--- src/rtl/branch_target_buffer_pkg.sv ---
// Shared constants, FSM encoding and counter type for the branch target buffer.
// BTB_TWO_BIT_COUNTER_EN selects 2-bit saturating history; otherwise 1-bit last-outcome.
package branch_target_buffer_pkg;
    localparam int WORD_SIZE = 16;

    localparam logic [1:0] BTB_SRC_BR   = 2'd0;
    localparam logic [1:0] BTB_SRC_JR   = 2'd1;
    localparam logic [1:0] BTB_SRC_JMP  = 2'd2;
    localparam logic [1:0] BTB_SRC_NEXT = 2'd3;

    typedef enum logic {
        INIT = 1'b0,
        RUN  = 1'b1
    } btb_state_e;

`ifdef BTB_TWO_BIT_COUNTER_EN
    localparam int         CTR_W     = 2;
    localparam logic [1:0] CTR_ALLOC = 2'b10;
    localparam logic [1:0] CTR_SWEEP = 2'b01;
`else
    localparam int         CTR_W     = 1;
    localparam logic [0:0] CTR_ALLOC = 1'b1;
    localparam logic [0:0] CTR_SWEEP = 1'b0;
`endif

    typedef logic [CTR_W-1:0] ctr_t;
endpackage

--- src/rtl/btb_counter_update.sv ---
// Next-state function for the per-entry history counter (width set by BTB_TWO_BIT_COUNTER_EN).
// Saturates at both ends; with a 1-bit counter this degenerates to "remember last outcome".
module btb_counter_update (
    input  branch_target_buffer_pkg::ctr_t ctr,
    input  logic                           taken,
    output branch_target_buffer_pkg::ctr_t ctr_next
);
    import branch_target_buffer_pkg::*;

    always_comb begin
        ctr_next = ctr;
        if (taken && (ctr != '1))
            ctr_next = ctr + 1'b1;
        else if (!taken && (ctr != '0))
            ctr_next = ctr - 1'b1;
    end
endmodule

--- src/rtl/branch_target_buffer.sv ---
// Direct-mapped BTB: combinational IF-side lookup, ID-side update, post-reset invalidate sweep.
// Counter width follows BTB_TWO_BIT_COUNTER_EN (see package).
module branch_target_buffer #(
    parameter int WORD_SIZE  = branch_target_buffer_pkg::WORD_SIZE,
    parameter int INDEX_BITS = 4,
    parameter int TAG_BITS   = WORD_SIZE - INDEX_BITS
) (
    input  logic                 clk,
    input  logic                 reset,
    input  logic [WORD_SIZE-1:0] pc,
    output logic [WORD_SIZE-1:0] predicted_pc,
    output logic                 btb_hit,
    output logic                 busy,
    input  logic                 upd_valid,
    input  logic                 upd_advance,
    input  logic [WORD_SIZE-1:0] upd_pc,
    input  logic                 upd_taken,
    input  logic [1:0]           btb_src,
    input  logic [WORD_SIZE-1:0] br_target,
    input  logic [WORD_SIZE-1:0] jr_target,
    input  logic [WORD_SIZE-1:0] jump_addr,
    input  logic [WORD_SIZE-1:0] next_pc
);
    import branch_target_buffer_pkg::*;

    localparam int ENTRIES = 1 << INDEX_BITS;

    // Table storage has no reset; the sweep is what makes it safe to read.
    logic [ENTRIES-1:0]                valid_q;
    logic [ENTRIES-1:0][TAG_BITS-1:0]  tag_q;
    logic [ENTRIES-1:0][WORD_SIZE-1:0] target_q;
    logic [ENTRIES-1:0][CTR_W-1:0]     ctr_q;

    btb_state_e            state_q, state_d;
    logic [INDEX_BITS-1:0] cnt_q, cnt_d;

    always_ff @(posedge clk or posedge reset) begin
        if (reset) begin
            state_q <= INIT;
            cnt_q   <= '0;
        end else begin
            state_q <= state_d;
            cnt_q   <= cnt_d;
        end
    end

    always_comb begin
        state_d = state_q;
        cnt_d   = cnt_q;
        busy    = 1'b0;
        if (state_q == INIT) begin
            busy  = 1'b1;
            cnt_d = cnt_q + 1'b1;
            if (cnt_q == '1)
                state_d = RUN;
        end
    end

    // IF-side lookup; gated by RUN so never-swept entries are never consulted
    logic [INDEX_BITS-1:0] idx;
    logic [TAG_BITS-1:0]   pc_tag;
    logic [WORD_SIZE-1:0]  pc_plus1;

    assign idx      = pc[INDEX_BITS-1:0];
    assign pc_tag   = pc[WORD_SIZE-1:INDEX_BITS];
    assign pc_plus1 = pc + 1'b1;
    assign btb_hit  = (state_q == RUN) && valid_q[idx] && (tag_q[idx] == pc_tag);

    always_comb begin
        predicted_pc = pc_plus1;
        if (btb_hit && ctr_q[idx][CTR_W-1])
            predicted_pc = target_q[idx];
    end

    // ID-side update
    logic [INDEX_BITS-1:0] upd_idx;
    logic [TAG_BITS-1:0]   upd_tag;
    logic                  upd_en, upd_hit;
    logic [WORD_SIZE-1:0]  sel_target;
    ctr_t                  ctr_next;

    assign upd_idx = upd_pc[INDEX_BITS-1:0];
    assign upd_tag = upd_pc[WORD_SIZE-1:INDEX_BITS];
    assign upd_en  = upd_valid && upd_advance && (state_q == RUN);
    assign upd_hit = valid_q[upd_idx] && (tag_q[upd_idx] == upd_tag);

    always_comb begin
        sel_target = br_target;
        case (btb_src)
            BTB_SRC_BR:   sel_target = br_target;
            BTB_SRC_JR:   sel_target = jr_target;
            BTB_SRC_JMP:  sel_target = jump_addr;
            BTB_SRC_NEXT: sel_target = next_pc;
            default:      sel_target = br_target;
        endcase
    end

    btb_counter_update u_ctr_upd (
        .ctr      (ctr_q[upd_idx]),
        .taken    (upd_taken),
        .ctr_next (ctr_next)
    );

    always_ff @(posedge clk) begin
        if (state_q == INIT) begin
            valid_q[cnt_q] <= 1'b0;
            ctr_q[cnt_q]   <= CTR_SWEEP;
        end else if (upd_en) begin
            if (upd_hit) begin
                ctr_q[upd_idx] <= ctr_next;
                if (upd_taken)
                    target_q[upd_idx] <= sel_target;
            end else if (upd_taken) begin
                valid_q[upd_idx]  <= 1'b1;
                tag_q[upd_idx]    <= upd_tag;
                target_q[upd_idx] <= sel_target;
                ctr_q[upd_idx]    <= CTR_ALLOC;
            end
        end
    end
endmodule

--- config.mk ---
export PLATFORM = sky130hd
export DESIGN_NAME = branch_target_buffer
export DESIGN_NICKNAME = d
export VERILOG_FILES = /design/src/rtl/branch_target_buffer_pkg.sv /design/src/rtl/btb_counter_update.sv /design/src/rtl/branch_target_buffer.sv
export SDC_FILE = /design/constraint.sdc
export NUM_CORES = 1
export LEC_CHECK = 0
export BUFFER_PORTS_ARGS = -buffer_cell sky130_fd_sc_hd__buf_2
export CELL_PAD_IN_SITES_DETAIL_PLACEMENT = 0
export CELL_PAD_IN_SITES_GLOBAL_PLACEMENT = 1
export CORE_UTILIZATION = 45
export CTS_CLUSTER_DIAMETER = 150
export DETAILED_ROUTE_END_ITERATION = 12
export PLACE_DENSITY = 0.66
export SETUP_SLACK_MARGIN = 0.2
export SLEW_MARGIN = 30
export SYNTH_ARGS = -nofsm -noshare
export SYNTH_HDL_FRONTEND = slang
export SYNTH_SLANG_ARGS = --single-unit
--- constraint.sdc ---
create_clock -name clk -period 3.6 [get_ports clk]
set_input_delay 0 -clock clk [delete_from_list [all_inputs] [get_ports clk]]
set_output_delay 0 -clock clk [all_outputs]
set_load 0.1 [all_outputs]
==> run summary <==
The run finished, with violations left. The final reports fail on setup timing. The mean post-synth cell area came out at 18.5 µm². The number of hold violations in the final report was 0.

The routed layout has 12.8k vias. The first global-routing pass estimated 87100 µm of wire. In this run the clock root is driven by a sky130_fd_sc_hd__clkbuf_16. The worst supply voltage drop on vdd is 0.000341 V. Subtracting the final worst setup slack from the clock period gives 3690 ps.

After the first detailed-routing iteration, the DRC count stood at 1554. The number of cells on the worst hold path is 4. The final cell count without fillers came out at 2104. The routed length on met2 came out at 28200 µm.

The cell count of the worst reg-to-reg path came out at 11. Setup repair after global routing could not meet its margin everywhere. The startpoint-to-endpoint class of the critical path is reg -> out. The routed design has 59900 µm of wire. The count of final setup violators came out at 16. After detailed routing, the met3 layer carries 4780 µm of wire.

The count of maximum capacitance violations is 0. The setup slack after placement came out at 87.4 ps. 0 antenna diodes ended up in the layout.

The total power divided by cell area came out at 476 nW/µm². The initialized floorplan defines 81 standard-cell rows. The layout overhead on the synthesized area came out at 18.6%.

The startpoint identified for the worst hold timing path is upd_taken. The period utilization is 1.02. The number of input and output port buffers inserted is 120. In the final routing, the length of wire on met1 measures 26100 µm.

The worst register-to-register path ends at tag_q[24]. The clock passes through at most 3 buffers. The final estimated routing congestion in global placement came out at 0.809.

The register share of total power came out at 0.497. Of the total power, the share spent switching nets is 0.226. The detail-routed net length per standard cell is 28.5 µm. The die area came out at 50800 µm². The number of instances in the placed design came out at 1987. The part of the total power dissipated in the clock network came out at 0.410. In the synthesized netlist the dominant register cell turns out to be sky130_fd_sc_hd__edfxtp_1. The H-tree was split into 2 levels. The number of primary I/O pins came out at 121.

The number of remaining DRC errors came out at 0. Measured along the y axis, the die boundary spans 225 µm. The fraction of layout cells with a size suffix above 1 came out at 0.392.

The overall global routing resource usage came out at 0.243. The worst register-to-register path begins at tag_q[96]. On the critical path, the stage with the largest delay is an instance of sky130_fd_sc_hd__mux4_2. The count of flip-flops with a built-in enable after synthesis is 480. The buffering stage count on the worst path with inverters included came out at 2. The total CTS buffers is 52. STA classifies the critical path startpoint as a flop. The detailed-route vias per instance is 6.08. The peak fanout along the critical path is 9. Counting distinct cell types in the post-synthesis netlist gives 54.

The largest net degree at the start of global routing came out at 69. The highest metal layer used by the detailed router is met5. Between clock sinks in the finished design, the worst skew comes to 13.6 ps. The fraction of the yosys area taken by sequential cells came out at 0.648. The insertion delay of the later-clocked pin in the worst-skew pair came out at 590 ps.

With fillers left out, the area of the finished cells amounts to 26600 µm². The number of global-route vias before repair is 12.9k. The minimum setup slack among reg-to-reg paths came out at 440 ps. The floorplan core area came out at 49100 µm². The path with the worst hold slack has its endpoint at ctr_q[12].

The global route total overflow is 0. In the synthesized netlist the async set-or-reset flop fraction comes to 0.0103. The largest stage delay on the critical path came out at 600 ps. Across all setup checks in the final design, the least slack found is -86.6 ps. Data arrives at the worst endpoint at 3690 ps. The detailed-routing iteration count for the pre-antenna-repair pass is 5.

Summed over all cells, the static leakage comes to 0.00863 µW. The clock tree from TritonCTS is yes. The cell area after placement came out at 24600 µm².

Traced cell by cell, the critical path runs through mux4_2 > mux4_2 > xnor2_2 > nand4_1 > nor4_4 > and2_4 > buf_12 > nand2_4 > o21ai_4 > buf_12. The worst-case headroom to the max-slew limit came out at 0.430. The pin slew with the least headroom to its limit is 855 ps. The total of warnings raised by yosys is 0. The post-layout net count is 1506. In this run the power spent charging and discharging nets is 2870 µW.

The half-perimeter wire length after placement is 36700 µm. Grouping stages by cell kind, the critical path spends the most delay in multiplexers. After synthesis the cells add up to 22400 µm². The clock transition at the registers of the reported paths came out at 60 ps.

The number of antenna-violating nets in the routed design is 0. The number of sinks driven by the clock tree is 485. The number of cells produced by synthesis is 1216. The x dimension of the die came out at 225 µm.

The flip-flop and latch count after synthesis came out at 485. The internal power of the cells totals 9810 µW. The max-slew violation count is 0. Based on the critical path, the design can be clocked at up to 271 MHz. The starting density of the core came out at 0.457. The kind of capture point of the worst setup path is a primary output.

The number of antenna violations at the first check in global routing came out at 1. The synthesized net count is 1324. Of the total power, combinational logic draws 0.093.

The worst path required time is 3600 ps. In this run the worst hold path is classified as in -> reg. Hold timing on the final database bottoms out at a slack of 54.0 ps.
[cell usage after synthesis, drive strengths merged, types with 3 or more instances]
library cell	count	area, µm²
xor2	12	105
nor2	97	367
nand3b	5	37.5
a221oi	4	35.0
mux2	7	82.6
nand2b	4	25.0
a22oi	6	50.1
nand3	34	170
xnor2	26	228
nand2	53	199
nor3	6	30.0
a21oi	22	110
nor2b	10	62.6
mux2i	36	360
ha	5	62.6
inv	10	37.5
clkbuf	39	149
dfrtp	5	125
o21ai	24	120
a211oi	9	67.6
buf	45	287
o211ai	18	135
nand4	7	58.8
mux4	209	4710
edfxtp	480	14400
and3	3	18.8
o31ai	17	173
a31o	7	61.3
[layer usage]
layer / vias to the layer above / GRT usage
li1: 5424 / -
met1: 6759 / 0.363
met2: 536 / 0.374
met3: 62 / 0.0459
met4: 2 / 0.0498
met5: - / 0
[stage by stage]
stage | power (µW) | setup TNS (ps) | utilization
3_5_place_dp | 7580 | 0 | 0.502
3_3_place_gp | 7570 | 0 | 0.502
2_1_floorplan | 7160 | 0 | -
5_1_grt | 13100 | -2470 | 0.542
6_report | 12700 | -1120 | 0.542
4_1_cts | 12800 | -1510 | 0.541
[cell type report]
cell class,count,area (µm²)
Clock buffer,65,1390
Clock inverter,31,263
Fill cell,3892,22400
Inverter,11,41.3
Multi-Input combinational cell,636,7750
Sequential cell,485,14500
Tap cell,664,831
Timing Repair Buffer,212,1800
[sequential cells by signal, summed over array words and instances (netlist names)]
| name | count |
|---|---|
| state_q | 1 |
| ctr_q | 16 |
| valid_q | 16 |
| tag_q | 192 |
| cnt_q | 4 |
| target_q | 256 |
[worst max path at each step]
stage	start	end	slack (ps)	depth (start not counted)
final	tag_q[189]	predicted_pc[15]	-90	10
after CTS	tag_q[189]	predicted_pc[5]	-110	10
after detailed placement	upd_pc[0]	ctr_q[3]	90	12
after floorplan	tag_q[189]	predicted_pc[0]	30	9
after global placement	upd_pc[0]	ctr_q[15]	70	12
after global routing	tag_q[177]	predicted_pc[13]	-180	10
[worst register-to-register path: stages, from the launching register on]
cell                        delay [ps]
sky130_fd_sc_hd__edfxtp_1          410
sky130_fd_sc_hd__mux4_2            490
sky130_fd_sc_hd__mux2i_1           200
sky130_fd_sc_hd__mux2i_1           120
sky130_fd_sc_hd__xor2_1            170
sky130_fd_sc_hd__nor2_2            270
sky130_fd_sc_hd__o2111ai_4         270
sky130_fd_sc_hd__or2_1             350
sky130_fd_sc_hd__nand2b_1           90
sky130_fd_sc_hd__buf_4             190
sky130_fd_sc_hd__nor2_1             70
sky130_fd_sc_hd__buf_4             240
[kinds of logic (layout without fill, tap and decap cells)]
family	count (synthesis)	after routing	synth area share
compound gates	115	115	0.0378
xor+xnor	38	38	0.0148
fa+ha+maj	5	5	0.00279
buf+inv	95	319	0.0212
flops	485	485	0.648
mux	252	252	0.230
simple gates	226	226	0.0459
[timing repair]
item                                    CTS  global route
buffers inserted                          2             1
gates cloned                              1             1
endpoints found under the setup margin   17           246
pin swaps                                 9             3
hold endpoints to repair                200             0
hold buffers                             16             0
resized for setup                         9             7
[power by group through the flow]
| stage | Sequential [µW] | Clock [µW] | Combinational (µW) |
|---|---|---|---|
| after floorplan | 6420 | 0 | 745 |
| after detailed placement | 6420 | 0 | 1160 |
| after CTS | 6300 | 5290 | 1180 |
| after global routing | 6300 | 5520 | 1250 |
| final | 6300 | 5200 | 1180 |
| after global placement | 6420 | 0 | 1150 |
[cells in the final DEF (no fill, tap or decap), drive strengths merged, types with 3 or more instances in the layout]
master | synthesis | final
a211oi | 9 | 9
a21oi | 22 | 22
a221oi | 4 | 4
a22oi | 6 | 6
a31o | 7 | 7
and3 | 3 | 3
buf | 45 | 194
bufinv | 0 | 4
clkbuf | 39 | 67
clkinv | 1 | 24
dfrtp | 5 | 5
dlygate4sd3 | 0 | 16
edfxtp | 480 | 480
ha | 5 | 5
inv | 10 | 12
mux2 | 7 | 7
mux2i | 36 | 36
mux4 | 209 | 209
nand2 | 53 | 53
nand2b | 4 | 4
nand3 | 34 | 34
nand3b | 5 | 5
nand4 | 7 | 7
nor2 | 97 | 97
nor2b | 10 | 10
nor3 | 6 | 6
o211ai | 18 | 18
o21ai | 24 | 24
o31ai | 17 | 17
xnor2 | 26 | 26
xor2 | 12 | 12
(Power assumes the default switching activity.)
